--- src/rtl/mdu_pkg.sv ---
// Shared definitions for the multiply/divide unit: op codes, FSM states
// and the default datapath width.
package mdu_pkg;

    localparam int MDU_WIDTH = 32;

    localparam logic [2:0] OP_MULT  = 3'd0;
    localparam logic [2:0] OP_MULTU = 3'd1;
    localparam logic [2:0] OP_DIV   = 3'd2;
    localparam logic [2:0] OP_DIVU  = 3'd3;
    localparam logic [2:0] OP_MADD  = 3'd4;
    localparam logic [2:0] OP_MADDU = 3'd5;

    typedef enum logic [1:0] {
        S_IDLE = 2'd0,
        S_CALC = 2'd1,
        S_FIX  = 2'd2,
        S_DONE = 2'd3
    } state_t;

endpackage

--- src/rtl/mdu_if.sv ---
// Request/response bundle between the pipeline control and the multiply/divide unit.
interface mdu_if #(
    parameter int WIDTH = 32
);
    logic             start;
    logic [2:0]       op;
    logic [WIDTH-1:0] opA;
    logic [WIDTH-1:0] opB;
    logic             hi_we;
    logic             lo_we;
    logic [WIDTH-1:0] wdata;
    logic             busy;
    logic             done;
    logic [WIDTH-1:0] HI;
    logic [WIDTH-1:0] LO;

    modport master (
        output start, op, opA, opB, hi_we, lo_we, wdata,
        input  busy, done, HI, LO
    );

    modport slave (
        input  start, op, opA, opB, hi_we, lo_we, wdata,
        output busy, done, HI, LO
    );
endinterface

--- src/rtl/mdu_iter_core.sv ---
// Radix-2 iterative datapath on unsigned magnitudes: shift-add multiply or
// restoring shift-subtract divide, one step per asserted step cycle.
module mdu_iter_core #(
    parameter int WIDTH = 32
) (
    input  logic             clk,
    input  logic             rst,
    input  logic             load,
    input  logic             step,
    input  logic             mode_div,
    input  logic [WIDTH-1:0] a_in,
    input  logic [WIDTH-1:0] b_in,
    output logic [WIDTH-1:0] hi,
    output logic [WIDTH-1:0] lo
);

    logic [WIDTH-1:0] acc;
    logic [WIDTH-1:0] sh;
    logic [WIDTH-1:0] operand_b;
    logic [WIDTH:0]   add_sum;
    logic [WIDTH:0]   rem_sh;
    logic [WIDTH:0]   rem_diff;

    always_comb begin
        add_sum  = {1'b0, acc} + {1'b0, operand_b};
        rem_sh   = {acc, sh[WIDTH-1]};
        rem_diff = rem_sh - {1'b0, operand_b};
    end

    // Multiply: {acc,sh} shifts right, multiplier bits leave through sh[0].
    // Divide: dividend bits leave sh[MSB] into acc, quotient bits enter sh[0].
    always_ff @(posedge clk or posedge rst) begin
        if (rst) begin
            acc       <= '0;
            sh        <= '0;
            operand_b <= '0;
        end else if (load) begin
            acc       <= '0;
            sh        <= a_in;
            operand_b <= b_in;
        end else if (step) begin
            if (!mode_div) begin
                if (sh[0]) {acc, sh} <= {add_sum, sh[WIDTH-1:1]};
                else       {acc, sh} <= {1'b0, acc, sh[WIDTH-1:1]};
            end else if (!rem_diff[WIDTH]) begin
                acc <= rem_diff[WIDTH-1:0];
                sh  <= {sh[WIDTH-2:0], 1'b1};
            end else begin
                acc <= rem_sh[WIDTH-1:0];
                sh  <= {sh[WIDTH-2:0], 1'b0};
            end
        end
    end

    assign hi = acc;
    assign lo = sh;

endmodule

--- src/rtl/mult_div_unit.sv ---
// Iterative multiply/divide unit owning HI/LO; FSM, sign handling and MTHI/MTLO.
// Optional multiply-accumulate (MADD/MADDU) enabled by defining MDU_MADD_EN.
module mult_div_unit
    import mdu_pkg::*;
#(
    parameter int WIDTH = MDU_WIDTH,
    parameter int CNT_W = 6
) (
    input logic  CLK,
    input logic  RST,
    mdu_if.slave bus
);

    state_t             state, state_nx;
    logic [CNT_W-1:0]   cnt;
    logic [WIDTH-1:0]   hi, lo, a_raw;
    logic [WIDTH-1:0]   a_mag, b_mag, core_hi, core_lo, quo, rem;
    logic [2*WIDTH-1:0] mul_res;
    logic               mode_div, neg_res, neg_rem, div_zero;
    logic               legal, signed_op, accept, step, calc_end, busy;
`ifdef MDU_MADD_EN
    logic               acc_mode;
`endif

    always_comb begin
        legal     = (bus.op == OP_MULT) || (bus.op == OP_MULTU) ||
                    (bus.op == OP_DIV)  || (bus.op == OP_DIVU);
        signed_op = (bus.op == OP_MULT) || (bus.op == OP_DIV);
`ifdef MDU_MADD_EN
        legal     = legal || (bus.op == OP_MADD) || (bus.op == OP_MADDU);
        signed_op = signed_op || (bus.op == OP_MADD);
`endif
        a_mag = (signed_op && bus.opA[WIDTH-1]) ? -bus.opA : bus.opA;
        b_mag = (signed_op && bus.opB[WIDTH-1]) ? -bus.opB : bus.opB;
    end

    assign busy     = (state == S_CALC) || (state == S_FIX);
    assign accept   = bus.start && legal && ((state == S_IDLE) || (state == S_DONE));
    assign calc_end = (cnt == CNT_W'(WIDTH));
    assign step     = (state == S_CALC) && !calc_end;

    always_ff @(posedge CLK or posedge RST) begin
        if (RST) state <= S_IDLE;
        else     state <= state_nx;
    end

    always_comb begin
        state_nx = state;
        case (state)
            S_IDLE:  if (accept) state_nx = S_CALC;
            S_CALC:  if (calc_end) state_nx = S_FIX;
            S_FIX:   state_nx = S_DONE;
            S_DONE:  state_nx = accept ? S_CALC : S_IDLE;
            default: state_nx = S_IDLE;
        endcase
    end

    always_ff @(posedge CLK or posedge RST) begin
        if (RST) begin
            cnt      <= '0;
            mode_div <= 1'b0;
            neg_res  <= 1'b0;
            neg_rem  <= 1'b0;
            div_zero <= 1'b0;
            a_raw    <= '0;
`ifdef MDU_MADD_EN
            acc_mode <= 1'b0;
`endif
        end else if (accept) begin
            cnt      <= '0;
            mode_div <= (bus.op == OP_DIV) || (bus.op == OP_DIVU);
            neg_res  <= signed_op && (bus.opA[WIDTH-1] ^ bus.opB[WIDTH-1]);
            neg_rem  <= signed_op && bus.opA[WIDTH-1];
            div_zero <= (bus.opB == '0);
            a_raw    <= bus.opA;
`ifdef MDU_MADD_EN
            acc_mode <= (bus.op == OP_MADD) || (bus.op == OP_MADDU);
`endif
        end else if (state == S_CALC) begin
            cnt <= cnt + 1'b1;
        end
    end

    mdu_iter_core #(.WIDTH(WIDTH)) u_core (
        .clk      (CLK),
        .rst      (RST),
        .load     (accept),
        .step     (step),
        .mode_div ((bus.op == OP_DIV) || (bus.op == OP_DIVU) ? accept | mode_div : mode_div & ~accept),
        .a_in     (a_mag),
        .b_in     (b_mag),
        .hi       (core_hi),
        .lo       (core_lo)
    );

    // Signs are re-applied once, on the unsigned magnitudes the core produced.
    always_comb begin
        mul_res = neg_res ? -{core_hi, core_lo} : {core_hi, core_lo};
`ifdef MDU_MADD_EN
        if (acc_mode) mul_res = mul_res + {hi, lo};
`endif
        quo = neg_res ? -core_lo : core_lo;
        rem = neg_rem ? -core_hi : core_hi;
    end

    always_ff @(posedge CLK or posedge RST) begin
        if (RST) begin
            hi <= '0;
            lo <= '0;
        end else if (state == S_FIX) begin
            if (!mode_div) begin
                {hi, lo} <= mul_res;
            end else if (div_zero) begin
                hi <= a_raw;
                lo <= '1;
            end else begin
                hi <= rem;
                lo <= quo;
            end
        end else if (!busy && !accept) begin
            if (bus.hi_we) hi <= bus.wdata;
            if (bus.lo_we) lo <= bus.wdata;
        end
    end

    assign bus.busy = busy;
    assign bus.done = (state == S_DONE);
    assign bus.HI   = hi;
    assign bus.LO   = lo;

endmodule

--- src/flat_wrapper.sv ---
// flat-port wrapper written by rule: the top's interface ports become plain ports
module mult_div_unit_flat import mdu_pkg::*;
#(
    parameter int WIDTH = MDU_WIDTH,
    parameter int CNT_W = 6
)
  (CLK, RST, bus_start, bus_op, bus_opA, bus_opB, bus_hi_we, bus_lo_we, bus_wdata, bus_busy, bus_done, bus_HI, bus_LO);
  mdu_if #(.WIDTH(WIDTH)) bus_i ();
  input logic CLK;
  input logic RST;
  input wire logic [$bits(bus_i.start)-1:0] bus_start;
  input wire logic [$bits(bus_i.op)-1:0] bus_op;
  input wire logic [$bits(bus_i.opA)-1:0] bus_opA;
  input wire logic [$bits(bus_i.opB)-1:0] bus_opB;
  input wire logic [$bits(bus_i.hi_we)-1:0] bus_hi_we;
  input wire logic [$bits(bus_i.lo_we)-1:0] bus_lo_we;
  input wire logic [$bits(bus_i.wdata)-1:0] bus_wdata;
  output wire logic [$bits(bus_i.busy)-1:0] bus_busy;
  output wire logic [$bits(bus_i.done)-1:0] bus_done;
  output wire logic [$bits(bus_i.HI)-1:0] bus_HI;
  output wire logic [$bits(bus_i.LO)-1:0] bus_LO;
  assign bus_i.start = bus_start;
  assign bus_i.op = bus_op;
  assign bus_i.opA = bus_opA;
  assign bus_i.opB = bus_opB;
  assign bus_i.hi_we = bus_hi_we;
  assign bus_i.lo_we = bus_lo_we;
  assign bus_i.wdata = bus_wdata;
  assign bus_busy = bus_i.busy;
  assign bus_done = bus_i.done;
  assign bus_HI = bus_i.HI;
  assign bus_LO = bus_i.LO;
  mult_div_unit #(.WIDTH(WIDTH), .CNT_W(CNT_W)) u_core (.CLK(CLK), .RST(RST), .bus(bus_i));
endmodule
--- config.mk ---
export PLATFORM = sky130hd
export DESIGN_NAME = mult_div_unit_flat
export DESIGN_NICKNAME = d
export VERILOG_FILES = /design/src/rtl/mdu_pkg.sv /design/src/rtl/mdu_if.sv /design/src/rtl/mdu_iter_core.sv /design/src/rtl/mult_div_unit.sv /design/src/flat_wrapper.sv
export SDC_FILE = /design/constraint.sdc
export NUM_CORES = 1
export LEC_CHECK = 0
export ABC_CLOCK_PERIOD_IN_PS = 6500
export CAP_MARGIN = 20
export CORE_MARGIN = 2
export CORE_UTILIZATION = 30
export DETAILED_ROUTE_END_ITERATION = 10
export GPL_ROUTABILITY_DRIVEN = 0
export GPL_TIMING_DRIVEN = 0
export PLACE_DENSITY = 0.51
export SYNTH_ARGS = -nofsm -noshare
export SYNTH_HDL_FRONTEND = slang
export SYNTH_SLANG_ARGS = --single-unit
--- constraint.sdc ---
create_clock -name CLK -period 6.5 [get_ports CLK]
set_clock_uncertainty 0.2 [all_clocks]
set_input_delay 0.65 -clock CLK [delete_from_list [all_inputs] [get_ports CLK]]
set_output_delay 0.65 -clock CLK [all_outputs]
set_load 0.02 [all_outputs]
# --- Yosys cells after proc, flatten, opt, wreduce, memory -nomap -nowiden ---
# Cells that the tools add are included.
word_totals:
  register_bits: 204
  output_inout_bits: 66
  elab_cells: 93
op_classes:
  n_addsub: 8
  n_eq_ne: 9
  muxes: 32
  bitwise: 4
  reduce_logical: 28
op_table:
  columns: ["cell", "n"]
  rows:
  - ["32-bit two-way mux", 23]
  - ["32-bit negation", 4]
  - ["64-bit two-way mux", 1]
  - ["64-bit negation", 1]
  - ["32-bit by 32-bit adder with 33-bit output", 1]
  - ["33-bit by 32-bit subtractor with 33-bit output", 1]
  - ["32-bit logical NOT", 1]
  - ["6-bit two-way mux", 2]
  - ["2-bit nonzero test", 5]
  - ["2-bit case mux with 4 select lines", 1]
  - ["1-bit logical AND", 7]
  - ["1-bit logical OR", 7]
  - ["6-bit by 1-bit adder with 6-bit output (second input constant)", 1]
  - ["3-bit by 2-bit equality test with 1-bit output (second input constant)", 2]
  - ["6-bit equality test (second input constant)", 1]
  - ["2-bit AND reduction", 3]
  - ["2-bit equality test (second input constant)", 2]
  - ["2-bit two-way mux", 2]
  - ["2-bit by 1-bit != test with 1-bit output (second input constant)", 2]
  - ["3-bit by 1-bit equality test with 1-bit output (second input constant)", 1]
  - ["1-bit logical NOT", 3]
  - ["3-bit logical NOT", 1]
  - ["1-bit two-way mux", 3]
  - ["2-bit by 1-bit equality test with 1-bit output (second input constant)", 1]
  - ["other kinds (5)", 5]

# --- Logic depth before layout (Yosys ltp) ---
depth:
  word_depth: 12
  depth_mapped: 15
  ltp_nobuf: 12

# --- Modules after synthesis ---
# Synthesis repeated with hierarchy kept, for this count alone.
hier_totals:
  hier_cells: 2180
  area_unflattened_um2: 17469.3
by_module_without_submodules:
  columns: ["module", "n_inst", "cells_each", "area_per_inst_um2", "seq_area_each_um2"]
  rows:
  - ["mult_div_unit", 1, 1146, 9143.8, 2702.6]
  - ["mdu_iter_core", 1, 1034, 8325.5, 2402.3]

# --- Worst setup path before layout ---
# OpenSTA, ideal clock, no wires.
synth_timing:
  kind: "register -> register"
  from: "register u_core.u_core.sh[31] (netlist: u_core.u_core.lo[31])"
  to: "register u_core.u_core.acc[13] (netlist: u_core.u_core.hi[13])"
  setup_time_ns: 0.120
  t_arrival_ns: 3.463
  path_slack_ns: 2.718
  stages_incl_launch_ff: 15
  synth_period_minus_slack_ns: 3.782
  cell_sequence: "dfrtp_1 -> clkbuf_1 -> inv_1 -> ha_1 -> fa_1 -> nor2b_1 -> o31a_1 -> o221ai_1 -> a2111oi_0 -> o2111ai_1 -> o311ai_2 -> buf_2 -> mux2_2 -> a21oi_1 -> nor2_1"
synth_via:
  elab_chain_cells: 5
synth_lines:
  columns: ["item", "line", "text"]
  rows:
  - ["start: declaration", "mdu_iter_core.sv:18", "logic [WIDTH-1:0] sh;"]
  - ["start signal: assignment", "mdu_iter_core.sv:39", "sh <= a_in;"]
  - ["start signal: assignment", "mdu_iter_core.sv:43", "if (sh[0]) {acc, sh} <= {add_sum, sh[WIDTH-1:1]};"]
  - ["start signal: assignment", "mdu_iter_core.sv:44", "else {acc, sh} <= {1'b0, acc, sh[WIDTH-1:1]};"]
  - ["33-bit by 32-bit subtractor with 33-bit output", "mdu_iter_core.sv:27", "rem_diff = rem_sh - {1'b0, operand_b};"]
  - ["32-bit two-way mux", "mdu_iter_core.sv:45", "end else if (!rem_diff[WIDTH]) begin"]
  - ["32-bit two-way mux", "mdu_iter_core.sv:42", "if (!mode_div) begin"]
  - ["32-bit two-way mux", "mdu_iter_core.sv:41", "end else if (step) begin"]
  - ["32-bit two-way mux", "mdu_iter_core.sv:37", "end else if (load) begin"]
  - ["end signal: assignment", "mdu_iter_core.sv:43", null]
  - ["end signal: assignment", "mdu_iter_core.sv:44", null]
  - ["end signal: assignment", "mdu_iter_core.sv:46", "acc <= rem_diff[WIDTH-1:0];"]
  - ["end: declaration", "mdu_iter_core.sv:17", "logic [WIDTH-1:0] acc;"]
# Every way passes these cells. The select of a mux whose other input is x is not followed.
# A chain may end at the register's enable or synchronous reset.

# --- Final worst setup path ---
layout_timing:
  from: "register u_core.u_core.sh[31] (netlist: u_core.u_core.lo[31])"
  to: "register u_core.u_core.acc[19] (netlist: u_core.u_core.hi[19])"
# Same word-level chain as after synthesis.

==> summary.md <==
| Metric | Value |
|---|---|
| Leak | 0.00825 uW |
| Peak VDD IR | 0.000233 V |
| Mux cell area share after synthesis | 4.44% |
| Hold violation count in the final report | 0 |
| Min Hold Slack | 0.278 ns |
| CTS root buf | clkbuf_16 |
| Core region area | 56500 um^2 |
| DP Cell Count | 3106 |
| Largest net degree at the start of global routing | 124 |
| Final wirelength | 74100 um |
| Post-place setup slack | 0.957 ns |
| TritonRoute pass-1 iters | 8 |
| GRT overflow | 0 |
| Int Pwr | 5970 uW |
| Final Util | 36.7% |
| Chip height | 243 um |
| First-pass GRT wire length | 111000 um |
| Routed Antenna Nets | 0 |
| Wire per inst | 23.5 um |
| Critical Path RT | 6.79 ns |
| Max-slew violation count | 0 |
| Die Width | 243 um |
| DR vias/cell | 5.75 |
| Worst r2r path cells | 15 |
| Post-synth ARST share | 100% |
| Total power | 12900 uW |
| Post-CTS Setup Inserts | 0 |
| Slew @ Worst Pin | 0.970 ns |
| Clock H-tree levels | 1 |
| Clock latency on the worst-skew pair | 0.61 ns |
| Synthesized area per cell | 7.89 um^2 |
| Share of cells above drive strength 1 | 4.21% |
| Vias in the first global route | 17.6k |
| Finished Layout Cells | 3159 |
| Gate power share | 67.7% |
| Crit share post-route | 83.2% |
| Initial Utilization | 30.4% |
| Reg power frac | 20.7% |
| Total GRT Usage | 24.2% |
| WS Path Type | reg2reg |
| Port bufs | 169 |
| PD cells | 620 nW/um^2 |
| Ys flop type | dfrtp_1 |
| HP Class | reg2reg |
| Antenna violations before repair | 4 |
| Sw Pwr | 6900 uW |
| Post-Synth XOR/XNOR Area | 8.10% |
| EDFF count, synth | 0 |
| Yosys reg bits | 204 |
| Fmax | 185 MHz |
| CP Launch Type | flop |
| Arrival time of the worst setup path | 5.69 ns |
| Library cells used by synthesis | 81 |
| Via count | 18.2k |
| Crit path from | u_core.u_core.lo[31]$_DFFE_PP0P_ |
| Status | finished, final reports clean |
| Min cycle time layout | 5.41 ns |
| Crit path to | u_core.u_core.hi[19]$_DFFE_PP0P_ |
| TritonCTS clock tree | yes |
| Most frequent cells in the layout | 272 x nand2_1, 216 x a21oi_1, 204 x dfrtp_1, 169 x clkdlybuf4s50_1, 160 x o21ai_0 |
| Cell row count | 87 |
| Nets | 2561 |
| Post-Synth Adder-Cell Area | 5.62% |
| R2r endpoint | u_core.u_core.hi[19]$_DFFE_PP0P_ |
| Post-Synth Simple-Gate Area | 20.3% |
| Slew headroom | 35.4% |
| Clk pwr share | 11.7% |
| Setup violators final | 0 |
| R2R Setup Slk | 1.09 ns |
| Syn nets | 2360 |
| Compound-Gate Fraction of Synth Area | 26.8% |
| Sw frac | 53.6% |
| Largest family of logic cells by synthesized area | compound AO/OA/AOI/OAI gates |
| Reg2reg start | u_core.u_core.lo[31]$_DFFE_PP0P_ |
| DP Wirelength | 57600 um |
| Max cap viols | 0 |
| Clock buffer depth | 3 |
| Ys Warns | 0 |
| Clock-pin slew on the worst setup and hold paths | 0.06 ns |
| Hold_buf cts | 0 |
| Post-Syn Area | 17200 um^2 |
| Max FO, Critical Path | 10 |
| I/O pin cnt | 170 |
| Worst Setup End Kind | flop |
| DIE AREA | 59300 um^2 |
| Register area share after synthesis | 29.7% |
| Initial DRC Count | 1758 |
| Final setup margin | 1.09 ns |
| Area growth from synthesis to layout | 20.7% |
| Num CTS Buffers | 27 |
| DRC viols | 0 |
| Post-CTS Resized | 0 |
| Clock sinks | 204 |
| RSZ-0062 raised after global routing | false |
| Post-Synthesis Cells | 2180 |
| Most common cell after layout, fill and taps aside | nand2_1 |
==> cell usage after synthesis, drive strengths merged (9+ instances only) <==
master	count	area share, %
nand2	272	5.9
a21oi	217	6.3
dfrtp	204	30
o21ai	161	4.7
nor2	144	3.1
clkbuf	132	2.9
a211oi	101	4.4
xor2	94	4.8
ha	74	5.4
inv	70	1.5
mux2i	65	3.8
xnor2	65	3.3
nor2b	63	2.3
nor3	39	1.3
nand3	36	1.0
o31ai	28	1.2
or3	28	1.0
a31oi	27	0.98
nand2b	27	0.98
o211ai	25	1.1
buf	22	0.58
or4	20	0.98
o21a	19	0.83
a21o	17	0.74
and2	17	0.62
nor4	17	0.69
o41ai	15	0.87
or2	14	0.51
and3	13	0.47
nand4	12	0.44
a221oi	11	0.56
a32o	10	0.58
mux2	10	0.65
o22ai	10	0.36
o311ai	9	0.50
==> registers in the layout (all words and copies together), names as in the netlist <==
name / flops
u_core.div_zero: 1
u_core.bus.HI: 32
u_core.u_core.operand_b: 32
u_core.neg_rem: 1
u_core.neg_res: 1
u_core.state: 2
u_core.a_raw: 32
u_core.mode_div: 1
u_core.bus.LO: 32
u_core.u_core.lo: 32
u_core.cnt: 6
u_core.u_core.hi: 32
==> power by group through the flow <==
stage          Combinational [uW]  Clock (uW)  Sequential, uW
2_1_floorplan                5530           0            2560
3_3_place_gp                 8380           0            2630
3_5_place_dp                 8460           0            2640
4_1_cts                      8510        1530            2620
5_1_grt                      9430        1570            2710
6_report                     8710        1500            2660
==> cell type report <==
| class | count | area (um^2) |
|---|---|---|
| clock buffer | 38 | 757 |
| timing repair buffer | 172 | 1740 |
| antenna | 3 | 7.51 |
| buffer | 154 | 598 |
| fill | 5850 | 35700 |
| inverter | 70 | 270 |
| multi-input combinational | 1752 | 11200 |
| tap | 756 | 946 |
| sequential | 204 | 5100 |
| clock inverter | 10 | 98.8 |
==> layer usage <==
metal | global-route usage, % | vias to the layer above | part of all wire [%]
li1 | - | 8312 | -
met1 | 33.3 | 8762 | 44
met2 | 37.4 | 925 | 43
met3 | 4.17 | 168 | 8.6
met4 | 9.91 | 0 | 4.3
met5 | 0 | - | 0
==> critical path, stage by stage (launching register included) <==
cell,delay (ns)
dfrtp_1,0.52
clkbuf_1,0.54
inv_1,0.20
ha_1,0.27
fa_1,0.38
nor2b_1,0.22
o31a_1,0.24
o221ai_1,0.36
a2111oi_0,0.50
dlymetal6s2s_1,0.25
o2111ai_1,0.15
o311ai_2,0.28
buf_2,0.43
buf_2,0.35
o211ai_1,0.15
a32o_1,0.26
==> how the worst min path moves through the flow <==
stage | depth (start not counted) | start | endpoint | slack (ns)
finish | 2 | u_core.a_raw[19]$_DFFE_PP0P_ | u_core.a_raw[19]$_DFFE_PP0P_ | 0.28
global route | 2 | u_core.a_raw[23]$_DFFE_PP0P_ | u_core.a_raw[23]$_DFFE_PP0P_ | 0.31
CTS | 2 | u_core.a_raw[19]$_DFFE_PP0P_ | u_core.a_raw[19]$_DFFE_PP0P_ | 0.28
detailed placement | 2 | u_core.a_raw[19]$_DFFE_PP0P_ | u_core.a_raw[19]$_DFFE_PP0P_ | 0.27
global placement | 2 | u_core.a_raw[23]$_DFFE_PP0P_ | u_core.a_raw[23]$_DFFE_PP0P_ | 0.27
floorplan | 2 | u_core.a_raw[17]$_DFFE_PP0P_ | u_core.a_raw[17]$_DFFE_PP0P_ | 0.24
==> metrics by stage <==
step	setup TNS, ns	instance area [um^2]
floorplan	0	17200
global placement	-675.34	19800
detailed placement	0	19900
CTS	0	20700
global route	0	20800
finish	0	20800
==> logic make-up (layout without fill, tap and decap cells) <==
| logic type | after synthesis | after routing |
|---|---|---|
| other | 0 | 3 |
| xor gates and xnor gates | 159 | 159 |
| DFF | 204 | 204 |
| AOI/OAI and AO/OA | 721 | 721 |
| adders and majority gates | 76 | 76 |
| and+or+nand+nor | 721 | 721 |
| buffers and inverters | 224 | 444 |
| muxes | 75 | 75 |
Power figures use the tool's default switching activity.
